===== src/rtl/render_box.sv =====
// Rectangle rasteriser: walks a latched rectangle in raster order, classifies
// border/interior, clips to the screen and streams pixels over valid/ready.
module render_box #(
    parameter int X_W      = 9,
    parameter int Y_W      = 8,
    parameter int COLOR_W  = 3,
    parameter int BT_W     = 4,
    parameter int SCREEN_W = 320,
    parameter int SCREEN_H = 240
) (
    input  logic               clk,
    input  logic               reset,
    input  logic               start,
    input  logic [X_W-1:0]     origin_x,
    input  logic [Y_W-1:0]     origin_y,
    input  logic [X_W-1:0]     width,
    input  logic [Y_W-1:0]     height,
    input  logic [COLOR_W-1:0] back_color,
    input  logic [COLOR_W-1:0] border_color,
    input  logic [BT_W-1:0]    border_thickness,
    input  logic               fill,
    output logic               busy,
    output logic               done,
    output logic               pix_valid,
    input  logic               pix_ready,
    output logic [X_W-1:0]     x_stream,
    output logic [Y_W-1:0]     y_stream,
    output logic [COLOR_W-1:0] color_stream
);

    typedef enum logic [1:0] {IDLE, RUN, DRAIN} state_t;

    localparam logic [X_W:0] SCREEN_X = (X_W+1)'(SCREEN_W);
    localparam logic [Y_W:0] SCREEN_Y = (Y_W+1)'(SCREEN_H);

    state_t state_reg, state_next;

    logic [X_W-1:0]     ox_reg, w_reg, cx_reg, cx_next;
    logic [Y_W-1:0]     oy_reg, h_reg, cy_reg, cy_next;
    logic [COLOR_W-1:0] bc_reg, brc_reg;
    logic [BT_W-1:0]    bt_reg;
    logic               fill_reg;
    logic               done_next;

    logic               out_free;
    logic [X_W:0]       x_sum, cx_ext, w_ext, bt_x;
    logic [Y_W:0]       y_sum, cy_ext, h_ext, bt_y;
    logic               border_x, border_y, border, emit;
    logic               last_x, last_y;

    assign out_free = !pix_valid || pix_ready;
    assign busy     = (state_reg != IDLE);

    // Wide comparisons so origin+offset never wraps back on-screen.
    assign cx_ext = {1'b0, cx_reg};
    assign cy_ext = {1'b0, cy_reg};
    assign w_ext  = {1'b0, w_reg};
    assign h_ext  = {1'b0, h_reg};
    assign bt_x   = (X_W+1)'(bt_reg);
    assign bt_y   = (Y_W+1)'(bt_reg);
    assign x_sum  = {1'b0, ox_reg} + cx_ext;
    assign y_sum  = {1'b0, oy_reg} + cy_ext;

    // bt >= extent makes w-bt meaningless, so it forces border explicitly.
    assign border_x = (cx_ext < bt_x) || (bt_x >= w_ext) || (cx_ext >= w_ext - bt_x);
    assign border_y = (cy_ext < bt_y) || (bt_y >= h_ext) || (cy_ext >= h_ext - bt_y);
    assign border   = border_x || border_y;
    assign emit     = (x_sum < SCREEN_X) && (y_sum < SCREEN_Y) && (fill_reg || border);

    assign last_x = (cx_reg == w_reg - X_W'(1));
    assign last_y = (cy_reg == h_reg - Y_W'(1));

    always_comb begin
        state_next = state_reg;
        cx_next    = cx_reg;
        cy_next    = cy_reg;
        done_next  = 1'b0;
        case (state_reg)
            IDLE: begin
                if (start) begin
                    cx_next    = '0;
                    cy_next    = '0;
                    state_next = (width == '0 || height == '0) ? DRAIN : RUN;
                end
            end
            RUN: begin
                if (out_free) begin
                    if (last_x) begin
                        cx_next = '0;
                        if (last_y) begin
                            state_next = DRAIN;
                        end else begin
                            cy_next = cy_reg + Y_W'(1);
                        end
                    end else begin
                        cx_next = cx_reg + X_W'(1);
                    end
                end
            end
            DRAIN: begin
                if (out_free) begin
                    state_next = IDLE;
                    done_next  = 1'b1;
                end
            end
            default: state_next = IDLE;
        endcase
    end

    always_ff @(posedge clk) begin
        if (reset) begin
            state_reg    <= IDLE;
            cx_reg       <= '0;
            cy_reg       <= '0;
            ox_reg       <= '0;
            oy_reg       <= '0;
            w_reg        <= '0;
            h_reg        <= '0;
            bc_reg       <= '0;
            brc_reg      <= '0;
            bt_reg       <= '0;
            fill_reg     <= 1'b0;
            done         <= 1'b0;
            pix_valid    <= 1'b0;
            x_stream     <= '0;
            y_stream     <= '0;
            color_stream <= '0;
        end else begin
            state_reg <= state_next;
            cx_reg    <= cx_next;
            cy_reg    <= cy_next;
            done      <= done_next;
            if (state_reg == IDLE && start) begin
                ox_reg   <= origin_x;
                oy_reg   <= origin_y;
                w_reg    <= width;
                h_reg    <= height;
                bc_reg   <= back_color;
                brc_reg  <= border_color;
                bt_reg   <= border_thickness;
                fill_reg <= fill;
            end
            // Output register only moves when the sink has taken (or never had) a pixel.
            if (out_free) begin
                pix_valid <= (state_reg == RUN) && emit;
                if (state_reg == RUN && emit) begin
                    x_stream     <= x_sum[X_W-1:0];
                    y_stream     <= y_sum[Y_W-1:0];
                    color_stream <= border ? brc_reg : bc_reg;
                end
            end
        end
    end

endmodule


===== config.mk =====
export PLATFORM = sky130hd
export DESIGN_NAME = render_box
export DESIGN_NICKNAME = d
export VERILOG_FILES = /design/src/rtl/render_box.sv
export SDC_FILE = /design/constraint.sdc
export NUM_CORES = 1
export LEC_CHECK = 0
export CAP_MARGIN = 0
export CORE_UTILIZATION = 40
export CTS_CLUSTER_DIAMETER = 150
export DETAILED_ROUTE_END_ITERATION = 10
export PLACE_DENSITY = 0.68
export REMOVE_ABC_BUFFERS = 1
export SLEW_MARGIN = 10
export SYNTH_ARGS = -nofsm -noshare
export SYNTH_HDL_FRONTEND = slang
export SYNTH_SLANG_ARGS = --single-unit

===== constraint.sdc =====
create_clock -name clk -period 3.96 [get_ports clk]
set_input_delay 0.792 -clock clk [delete_from_list [all_inputs] [get_ports clk]]
set_output_delay 0.792 -clock clk [all_outputs]
set_load 0.02 [all_outputs]

Word-level counts from Yosys, hierarchy flattened

Cells that the tools add are included.

Add/sub/neg operators: 8
Magnitude comparators: 8
Equality and inequality tests: 10
Multiplexer cells: 18
Bitwise gates (word level): 1
Reductions and logical operators: 23

Operators with widths:

| cell                                                | number |
|---|---|
| 2-to-1 mux 8 bit                                    | 4 |
| 2-to-1 mux 9 bit                                    | 3 |
| one-hot mux 9 bit (2 select lines)                  | 1 |
| one-hot mux 8 bit (2 select lines)                  | 1 |
| 2-to-1 mux 2 bit                                    | 6 |
| inequality test 2 bit, second input constant        | 6 |
| adder 9 x 9 -> 10 bit                               | 1 |
| >= comparator 9 x 10 -> 1 bit                       | 1 |
| < comparator 10 x 9 -> 1 bit, second input constant | 1 |
| AND reduction 5 bit                                 | 2 |
| subtractor 9 x 4 -> 10 bit                          | 1 |
| adder 8 x 8 -> 9 bit                                | 1 |
| adder 9 x 1 -> 9 bit, second input constant         | 1 |
| == test 9 bit                                       | 1 |
| >= comparator 4 x 9 -> 1 bit                        | 1 |
| >= comparator 8 x 9 -> 1 bit                        | 1 |
| logical NOT 9 bit                                   | 1 |
| < comparator 9 x 4 -> 1 bit                         | 1 |
| < comparator 9 x 8 -> 1 bit, second input constant  | 1 |
| subtractor 8 x 4 -> 9 bit                           | 1 |
| subtractor 9 x 1 -> 9 bit, second input constant    | 1 |
| adder 8 x 1 -> 8 bit, second input constant         | 1 |
| == test 8 bit                                       | 1 |
| >= comparator 4 x 8 -> 1 bit                        | 1 |
| 17 further kinds                                    | 28 |

Bits in registers: 86
Output and inout bits: 23

Longest topological paths before layout

Gate-level depths: netlist (run 1).

Word-level depth: 8
Mapped depth: 17
Mapped depth without buffers: 16

Least setup slack after synthesis (run 1)

No wires, ideal clock.

Path type: register -> register
Start: register h_reg[0]
End: register x_stream[1]
Library setup time: 0.121 ns
Data arrival time: 3.343 ns
Data required time: 3.839 ns
Slack: 0.496 ns
Stages on the path, launching flop included: 17
Path buffers: 1
Period minus slack after synthesis: 3.464 ns
Cell sequence: dfxtp_1 inv_1 ha_1 fa_1 nand2b_1 a21oi_1 nor3_1 xnor2_1 ha_1 a211oi_1 and3_1 o21ai_0 a22oi_4 nand4b_4 nand4_4 buf_12 mux2_4

Longest elaborated chain between the ends: 8
Elaborated cells on any way between the ends: 10
Classes of those cells: add/sub (1); order compare (2); reduce/logical (7)

RTL lines:

| element                                                                          | RTL line | RTL |
|---|---|---|
| start: declaration                                                               | 39       | `logic [Y_W-1:0] oy_reg, h_reg, cy_reg, cy_next;` |
| start signal: assignment                                                         | 137      | `h_reg <= height;` |
| subtractor 8 x 4 -> 9 bit / >= comparator 4 x 8 -> 1 bit (equally long branches) | 66       | `assign border_y = (cy_ext < bt_y) \|\| (bt_y >= h_ext) \|\| (cy_ext >= h_ext - bt_y);` |
| >= comparator 8 x 9 -> 1 bit / logical OR 1 bit (equally long branches)          | 66       |  |
| logical OR 1 bit *                                                               | 66       |  |
| logical OR 1 bit *                                                               | 67       | `assign border = border_x \|\| border_y;` |
| logical OR 1 bit *                                                               | 68       | `assign emit = (x_sum < SCREEN_X) && (y_sum < SCREEN_Y) && (fill_reg \|\| border);` |
| logical AND 1 bit *                                                              | 68       |  |
| logical AND 1 bit *                                                              | 146      | `if (state_reg == RUN && emit) begin` |
| AND reduction 2 bit (no source line) *                                           | n/a      |  |
| end signal: assignment                                                           | 147      | `x_stream <= x_sum[X_W-1:0];` |
| end: declaration                                                                 | 26       | `output logic [X_W-1:0] x_stream,` |

Every way passes the cells marked *; elsewhere a longest branch is shown, timed or not.
A chain may end at the register's enable or synchronous reset.

Worst setup path in the final report (run 1)

Start: register h_reg[0]
End: register x_stream[5]

Same word-level chain as after synthesis.

==> impl_metrics.toml, run 1 <==
[worst_setup_path]
start_kind = "flop"
worstRegToRegCells = 16
crit_family = "adder cells"
crit_type = "reg -> reg"
path_max_fanout = 9
cp.required_ns = 4.20
crit_top_cell = "ha_1"
critical-path-slowest-cell = "fa_1"
timing.rr.end = "x_stream[5]$_SDFFE_PP0P_"
r2r_slack_ns = 0.28
cpPeakStageDelay_ns = 0.41
crit_arrival_ns = 3.92
path_buf_inv = 2
rr_startpoint = "h_reg[0]$_SDFFE_PP0P_"
crit_chain = "inv_1 > ha_1 > fa_1 > nand2b_1 > a21oi_1 > nor3_1 > xnor2_1 > ha_1 > a211oi_1 > and3_1 > o21ai_0 > a22oi_4 > nand4b_4 > nand4_4 > buf_12 > mux2_4"
worst_setup_path_end_kind = "flop"

[final_layout]
drive_gt1_frac = 0.0725
nFillCells = 1389
fin_cells = 980
final_area_um2 = 7100
fin_nets = 901
area_growth_pct = 21.4
insertedDiodeCount = 0

[status]
run_status = "complete, no violations"

[drt]
vias_per_cell = 5.38
routedWlPerCell_um = 14.5
ant_nets = 0
drt-total-wl_um = 14200
vias = 5271
drt_iter0_markers = 211
drc = 0
drtPass1Iterations = 4

[timing]
tightestPinTransition_ns = 1.12
finClkSkew_ns = 0.00798
setup_ws_ns = 0.276
setup_viol_count_final = 0
fin_crit_sh = 0.930
rsz0062_at_grt = "no"
period_minus_slack_ns = 3.68
drv_slew = 0
final_hold_viol_count = 0
fmax_mhz = 271
fin_tns_setup_ns = 0
relSlewSlack = 0.249

[synth]
ys_types = 66
syn-instance-count = 725
synth-edff-count = 0
asyncSetResetFlopFracSynth = 0
postSynthRegisterBits = 86
seq_area_frac_synth = 0.294
yosys_most_used_dff = "dfxtp_1"
syn_area_um2 = 5850
ys_warn_count = 0
postSynthAreaPerCell_um2 = 8.07

[power]
ir_drop_uv = 222
power_density_nw_per_um2 = 367
total_power_w = 0.00260
leakage_nw = 2.91

[min_path]
min_path_cells = 2
hold_end = "brc_reg[2]$_SDFFE_PP0P_"
min_from = "brc_reg[2]$_SDFFE_PP0P_"
hold_path_class = "reg -> reg"

[cts]
tritoncts = "built"
clock_latency_ns = 0.35
cts_buffers = 9
h-tree-depth = 3
clkTransAtPathRegs_ns = 0.06
cts_sinks = 86
cts_hold_buf = 0
cts_root_buffer = "clkbuf_16"
clock_path_buffers = 2

[floorplan]
fp.dieH_um = 123
fp.coreArea_um2 = 14100
die_area_um2 = 15100
io-pin-count = 72
start_util = 0.415
die_w_um = 123
num_rows = 43

[grt]
grt_max_degree = 46
grt-ovfl-total = 0
antenna_found_initial = 0
grt_use_total = 0.194
grt_pass1_vias = 4702
grt_first_pass_wirelength_um = 22900

[placement]
hpwl_um = 10600
portBuffers = 71
dp_cells = 954
place_ws_ns = 0.135
dpl_cell_area_um2 = 6710
gp_congestion = 0.869

[run]
maxCapViolCount = 0
[metal layers]
| metal | track usage | up-vias | routed length (um) |
|---|---|---|---|
| li1 | - | 2712 | - |
| met1 | 0.259 | 2465 | 6740 |
| met2 | 0.313 | 80 | 6740 |
| met3 | 0.0452 | 14 | 522 |
| met4 | 0.0503 | 0 | 197 |
| met5 | 0 | - | 0 |
[layout by cell type (no fill, tap or decap), drive strengths merged, types with 7 or more instances in the layout]
cell	n
or4	7
nand2	139
a21oi	71
buf	24
clkdlybuf4s50	70
a211oi	8
nor3	14
o211ai	7
ha	53
nor2	36
o21a	8
nor2b	13
nand3	14
a21o	8
nor4	10
dfxtp	86
nand2b	13
inv	33
clkbuf	9
xnor2	26
o21ai	19
nand4	12
xor2	19
mux2i	13
mux2	8
[what timing repair did]
action | 4_1_cts | 5_1_grt
setup buffers | 0 | 10
gates resized for setup | 0 | 3
endpoints found under the setup margin | 0 | 14
[Yosys cell counts (11+ instances only)]
cell / number / area, um2
dfxtp_1: 86 / 1720
clkbuf_1: 25 / 93.8
xor2_1: 19 / 166
nand2b_1: 13 / 81.3
inv_1: 31 / 116
xnor2_1: 26 / 228
a21oi_1: 71 / 355
nand4_1: 11 / 68.8
nor3_1: 14 / 70.1
mux2i_1: 13 / 130
nand3_1: 14 / 70.1
nor2_1: 36 / 135
o21ai_0: 12 / 60.1
ha_1: 53 / 663
nand2_1: 139 / 522
nor2b_1: 13 / 81.3
[through the flow]
stage,hold WS [ns],utilization
floorplan,0.426,-
global placement,0.443,0.476
detailed placement,0.449,0.476
CTS,0.458,0.497
global route,0.469,0.504
finish,0.457,0.504
[report_power, final]
group	internal, W	switching (W)
clock	0.000491	0.000364
combinational	0.000366	0.000410
sequential	0.000918	0.0000532
total	0.00177	0.000827
[worst max-delay path by stage]
stage / startpoint / end / slack [ns] / cells past startpoint
after global routing: bt_reg[1]$_SDFFE_PP0P_ / x_stream[5]$_SDFFE_PP0P_ / 0.04 / 17
after floorplan: bt_reg[1]$_SDFFE_PP0P_ / x_stream[1]$_SDFFE_PP0P_ / 0.32 / 14
after CTS: bt_reg[1]$_SDFFE_PP0P_ / color_stream[0]$_SDFFE_PP0P_ / 0.11 / 15
after detailed placement: bt_reg[1]$_SDFFE_PP0P_ / color_stream[2]$_SDFFE_PP0P_ / 0.14 / 15
after global placement: bt_reg[1]$_SDFFE_PP0P_ / color_stream[0]$_SDFFE_PP0P_ / 0.24 / 17
final: h_reg[0]$_SDFFE_PP0P_ / x_stream[5]$_SDFFE_PP0P_ / 0.28 / 16
[layout make-up]
| type | instances | area [um2] | area share |
|---|---|---|---|
| Tap cell | 180 | 225 | 0.0317 |
| Multi-Input combinational cell | 573 | 3840 | 0.542 |
| Clock buffer | 9 | 225 | 0.0317 |
| Clock inverter | 7 | 71.3 | 0.0100 |
| Sequential cell | 86 | 1720 | 0.243 |
| Inverter | 31 | 116 | 0.0164 |
| Timing Repair Buffer | 94 | 891 | 0.126 |
[cell families after synthesis]
group / after synthesis / share of synthesized area
AND/OR/NAND/NOR: 287 / 0.241
AO/OA/AOI/OAI: 163 / 0.179
flip-flops: 86 / 0.294
buffers and inverters: 66 / 0.0484
adder cells (fa/ha/maj): 57 / 0.127
XOR/XNOR: 45 / 0.0674
multiplexers: 21 / 0.0428
[worst register-to-register path, cell delays in order (launching register included)]
cell and delay (ns):
dfxtp_2 0.36, inv_1 0.07, ha_1 0.22, fa_1 0.41
nand2b_1 0.16, a21oi_1 0.16, nor3_1 0.08, xnor2_1 0.15
ha_1 0.33, a211oi_1 0.22, and3_1 0.18, o21ai_0 0.12
a22oi_4 0.31, nand4b_4 0.15, nand4_4 0.20, buf_12 0.15
mux2_4 0.30
No activity file was read; power rests on OpenSTA's default activity.
==> inputs of run 2 (changes only) <==
- CORE_MARGIN: unset -> 1
==> results of run 2 <==
No change in the layout: final DEF, timing and power equal those of run 1.
==> inputs of run 3 (changes only) <==
- ABC_AREA: unset -> 1
- PLACE_DENSITY: 0.68 -> 0.67
==> run 3 against run 2 <==
Net effect: clock power up 3.3%; synthesized cell count up 22%; critical path depth is 3 higher; register-to-register slack improved by 0.21 ns; final cell count rose by 16%; clock skew fell by 0.0025 ns; utilization decreased by 1.3 points; critical path type unchanged; sequential power increased by 51%; combinational power rose to 4.8 times the previous value; highest routed layer unchanged; wire length grew 1.8%; die area is 2.1% higher.
==> impl_metrics.toml, run 3 <==
[synth]
synth_most_common_cell = "nand2_1"
syn-instance-count = 881
postSynthRegisterBits = 86
yosysTopAreaCell = "dfxtp_1"
ys_types = 40
synth_top_area_frac = 0.288
yosys_most_used_dff = "dfxtp_1"
syn_area_um2 = 5970
asyncSetResetFlopFracSynth = 0
ys_warn_count = 0
synth.area.top_cells = "dfxtp_1 (29%), ha_1 (11%), nand2_1 (11%)"
synthTopCellsByCount = "nand2_1 (175), nor2_1 (150), inv_1 (108), dfxtp_1 (86), a21oi_1 (54)"
synth-edff-count = 0
postSynthAreaPerCell_um2 = 6.78
seq_area_frac_synth = 0.288

[cts]
cts_setup_buffers = 0
h-tree-depth = 3
clock_latency_ns = 0.36
clkTransAtPathRegs_ns = 0.06
cts_sinks = 86
cts_buffers = 9
cts_hold_buf = 0
postCtsResizedCells = 0
tritoncts = "built"
clock_path_buffers = 2
cts_root_buffer = "clkbuf_16"

[grt]
grt_use_total = 0.195
antenna_found_initial = 0
grt_max_degree = 55
grt_first_pass_wirelength_um = 24600
grt-ovfl-total = 0
grt_pass1_vias = 5099

[timing]
period_minus_slack_ns = 3.48
drv_slew = 0
holdWs_ns = 0.486
final_hold_viol_count = 0
fin_crit_sh = 0.878
relSlewSlack = 0.669
tightestPinTransition_ns = 0.496
setup_ws_ns = 0.483
fmax_mhz = 288
finClkSkew_ns = 0.00549
rsz0062_at_grt = "no"
setup_viol_count_final = 0
fin_tns_setup_ns = 0

[run]
maxCapViolCount = 0

[power]
power_density_nw_per_um2 = 853
power_frac_comb = 0.613
p_int_w = 0.00314
total_power_w = 0.00608
p_sw_w = 0.00294
pwr-share-seq = 0.242
power_switching_share = 0.484
ir_drop_uv = 500
clkPwrFrac = 0.145
leakage_nw = 3.40

[final_layout]
area_growth_pct = 19.4
drive_gt1_frac = 0.0485
insertedDiodeCount = 0
fin_cells = 1133
nFillCells = 1497
final_common_cell = "nand2_1"
most-common-layout-cells = "nand2_1 (175), nor2_1 (150), inv_1 (107)"
fin_nets = 1050

[worst_setup_path]
cpPeakStageDelay_ns = 0.41
crit_arrival_ns = 3.73
worst_setup_path_end_kind = "flop"
start_kind = "flop"
crit_top_cell = "nand2_1"
crit_type = "reg -> reg"
path_max_fanout = 29
critical-path-slowest-cell = "fa_1"
crit_chain = "inv_1 > ha_1 > fa_1 > nor2_1 > nor2_2 > nand2_1 > xor2_1 > ha_1 > a21o_1 > nand3_1 > nand2_1 > nor2_1 > nand3_1 > nor2_4 > nand3_2 > nand3_4 > nand2_1 > nand2_1 > nor2_1"
cp.required_ns = 4.21

[floorplan]
fp.dieH_um = 124
io-pin-count = 72
die_w_um = 124
start_util = 0.411
die_area_um2 = 15400
num_rows = 44
fp.coreArea_um2 = 14500

[placement]
dp_cells = 1117
hpwl_um = 11000
gp_congestion = 0.878
portBuffers = 71
place_ws_ns = 0.380

[drt]
drtPass1Iterations = 4
vias = 5559
routedWlPerCell_um = 12.8
ant_nets = 0
drt_iter0_markers = 401
drt-total-wl_um = 14500
vias_per_cell = 4.91
drc = 0

[min_path]
hold_path_class = "reg -> reg"

[status]
run_status = "complete, no violations"
==> run 3: routing by layer <==
metal / GRT usage / share of wire / wire length (um)
met2: 0.304 / 0.44 / 6310
met5: 0 / 0 / 0
met4: 0.0680 / 0.014 / 208
met1: 0.274 / 0.50 / 7260
met3: 0.0284 / 0.047 / 674
==> run 3: path summary, 6_finish.rpt <==
check	startpoint	to	slack, ns	depth (start not counted)
worst max-delay path	h_reg[0]$_SDFFE_PP0P_	y_stream[0]$_SDFFE_PP0P_	0.48	19
worst min-delay path	fill_reg$_SDFFE_PP0P_	fill_reg$_SDFFE_PP0P_	0.49	2
worst max register to register	h_reg[0]$_SDFFE_PP0P_	y_stream[0]$_SDFFE_PP0P_	0.48	19
worst min register to register	fill_reg$_SDFFE_PP0P_	fill_reg$_SDFFE_PP0P_	0.49	2
==> run 3: per-stage QoR <==
stage	instance area, um2	util
after global placement	6830	0.470
after detailed placement	6830	0.470
after global routing	7130	0.491
after floorplan	5810	-
final	7130	0.491
after CTS	7130	0.490
==> run 3: power by group through the flow <==
| stage | sequential [W] | clock, W | combinational, W |
|---|---|---|---|
| 3_3_place_gp | 0.00148 | 0 | 0.00367 |
| 4_1_cts | 0.00147 | 0.000895 | 0.00373 |
| 6_report | 0.00147 | 0.000883 | 0.00373 |
| 5_1_grt | 0.00152 | 0.000924 | 0.00427 |
| 3_5_place_dp | 0.00149 | 0 | 0.00370 |
| 2_1_floorplan | 0.00156 | 0 | 0.00255 |
==> run 3: logic make-up after synthesis <==
family          count (synthesis)  synth area share
simple gates                  432             0.313
buf+inv                       141            0.0999
compound gates                122             0.109
flops                          86             0.288
fa+ha+maj                      57             0.124
xor+xnor                       43            0.0654
==> run 3: cell type report <==
class                   instances  area (um2)  share of cell area
repair buffers                 77         781               0.109
multi-input cells             654        3660               0.513
flip-flops and latches         86        1720               0.241
clock buffers                  10         239              0.0335
inverters                     116         438              0.0614
clock inverters                 6        61.3             0.00859
well taps                     184         230              0.0323
==> run 3: critical path: cells and delay by family, from the launching register on <==
family / cells / cell delay (ns)
and+or+nand+nor: 13 / 1.65
buffers and inverters: 1 / 0.10
adders and majority gates: 3 / 0.94
AOI/OAI and AO/OA: 1 / 0.17
xor gates and xnor gates: 1 / 0.18
DFF: 1 / 0.33
==> variant: new RTL, flow settings as in run 1 <==
Set the parameter `COLOR_W` to 6 (it was 3).
--- a/src/rtl/render_box.sv
+++ b/src/rtl/render_box.sv
@@ -5,3 +5,3 @@
     parameter int Y_W      = 8,
-    parameter int COLOR_W  = 3,
+    parameter int COLOR_W  = 6,
     parameter int BT_W     = 4,
Ports: changed (resized back_color, border_color and color_stream); port bits go from 72 to 81. The function was not compared with the original's and may differ.
==> variant against run 1 <==
Cell area up 3.4%. Synthesized cell count rose by 3.2%. Clock skew is 0.0013 ns higher. Synthesized area is 1.8% higher. Sequential cell count rose by 9. Power increased by 8.2%. Critical path depth up 2. Setup slack got worse by 0.060 ns. Wire length up 5.8%. First-iteration DRC count up 34%. Global-route usage up 0.91 points. Fmax decreased by 1.6%.
==> variant: results (changes against run 1) <==
power_and_ir_drop:
  irDropWorstVdd_uv: 216  # was 222 uV
  swShare_pct: 33.2  # was 31.8%
  leakage_nw: 2.84  # was 2.91 nW
global_routing:
  grt_pass1_vias: 4919  # was 4,702
  grt_use_total_pct: 20.3  # was 19.4%
  grt_pass1_wl_mm: 24.2  # was 22.9 mm
  grt_max_degree: 65  # was 46
timing:
  worstMarginPinSlew_ns: 0.696  # was 1.12 ns
  skew_ns: 0.00928  # was 0.00798 ns
setup_path:
  slowest_delay_ns: 0.49  # was 0.41 ns
  crit_arrival_ns: 4.04  # was 3.92 ns
  cp_max_fo: 12  # was 9
  cpLargestDelayFamily: "compound AO/OA/AOI/OAI gates"  # was adder cells
logic_synthesis:
  yosysSeqAreaShare_pct: 31.9  # was 29.4%
  yosys_warnings: 0  # unchanged
  yosysUniqueCellTypes: 62  # was 66
  netlist_top_cells_area: "dfxtp_1, ha_1, a21oi_1"  # was dfxtp_1, ha_1, nand2_1
  avgSynthCellArea_um2: 7.96  # was 8.07 um2
  yosys-top-cells-count: "nand2_1, a21oi_1, dfxtp_1, ha_1, nor2_1"  # was nand2_1, dfxtp_1, a21oi_1, ha_1, nor2_1
  synthDominantCellAreaShare_pct: 31.9  # was 29.4%
  synth_flop_cell: "dfxtp_1"  # unchanged
routing:
  wl_per_cell_um: 14.9  # was 14.5 um
  vias: 5370  # was 5,271
  drt_iter0_markers: 282  # was 211
  via_per_inst: 5.31  # was 5.38
  drtPass1Iterations: 5  # was 4
final_layout:
  drive_gt1_share_pct: 8.83  # was 7.25%
  nets: 934  # was 901
clock_network:
  clock_path_buffers: 2  # unchanged
  path_clk_slew_ns: 0.07
place:
  dp_hpwl_mm: 10.9  # was 10.6 mm
  dp_slack_ns: 0.0517  # was 0.135 ns
  gp_congestion: 0.839  # was 0.869
  port_buffers: 80  # was 71
  dp_cells: 994  # was 954
outcome:
  status: "completed"  # unchanged
flow_run:
  cap_violations: 0  # unchanged
## variant: kinds of logic after synthesis
kind of cell               after synthesis  share of synthesized area [%]
AOI/OAI and AO/OA                      205                           21.0
xor gates and xnor gates                50                           7.35
and+or+nand+nor                        262                           20.9
DFF                                     95                           31.9
buffers and inverters                   70                           4.77
adders and majority gates               57                           12.5
muxes                                    9                           1.53
## variant: path summary, 6_finish.rpt
kind	slack, ns	depth (start not counted)	end	start
worst max-delay path	0.22	18	y_stream[3]	w_reg[0]
worst min-delay path	0.45	2	brc_reg[4]	brc_reg[4]
worst max register to register	0.22	18	y_stream[3]	w_reg[0]
worst min register to register	0.45	2	brc_reg[4]	brc_reg[4]
## variant: final cells by class
cell class	instances	area, um2
multi-input combinational	583	3820
sequential	95	1910
clock inverter	6	50.0
fill	1426	7190
inverter	28	105
tap	184	230
timing repair buffer	105	987
clock buffer	10	239
## variant: routing by layer
metal	global-route usage, %	share of wire [%]
met1	27.1	48
met2	33.2	47
met3	3.94	3.6
met4	5.88	1.3
met5	0	0
## variant: power by group through the flow
stage / logic [W] / registers, W / clock network (W)
final: 0.000865 / 0.00109 / 0.000858
after global routing: 0.000960 / 0.00110 / 0.000911
after floorplan: 0.000510 / 0.00113 / 0
after detailed placement: 0.000836 / 0.00111 / 0
after CTS: 0.000842 / 0.00109 / 0.000880
after global placement: 0.000824 / 0.00111 / 0
## variant: what timing repair did
item                                    CTS  global route
setup buffers                             0             1
gates resized for setup                   0            17
endpoints found under the hold margin     0             0
endpoints found under the setup margin    0            24
hold buffers                              0             0
## variant: tightest hold or removal path, delay by kind of cell (launching register included)
kind             cells  cell delay (ns)
AND/OR/NAND/NOR      1             0.05
flip-flops           1             0.31
AO/OA/AOI/OAI        1             0.05
## variant: stage by stage
stage	hold slack (ns)	area, um2	utilization [%]
floorplan	0.430	5780	-
global placement	0.443	7000	48.1
detailed placement	0.448	7000	48.1
CTS	0.458	7280	50.1
global route	0.483	7340	50.5
finish	0.454	7340	50.5
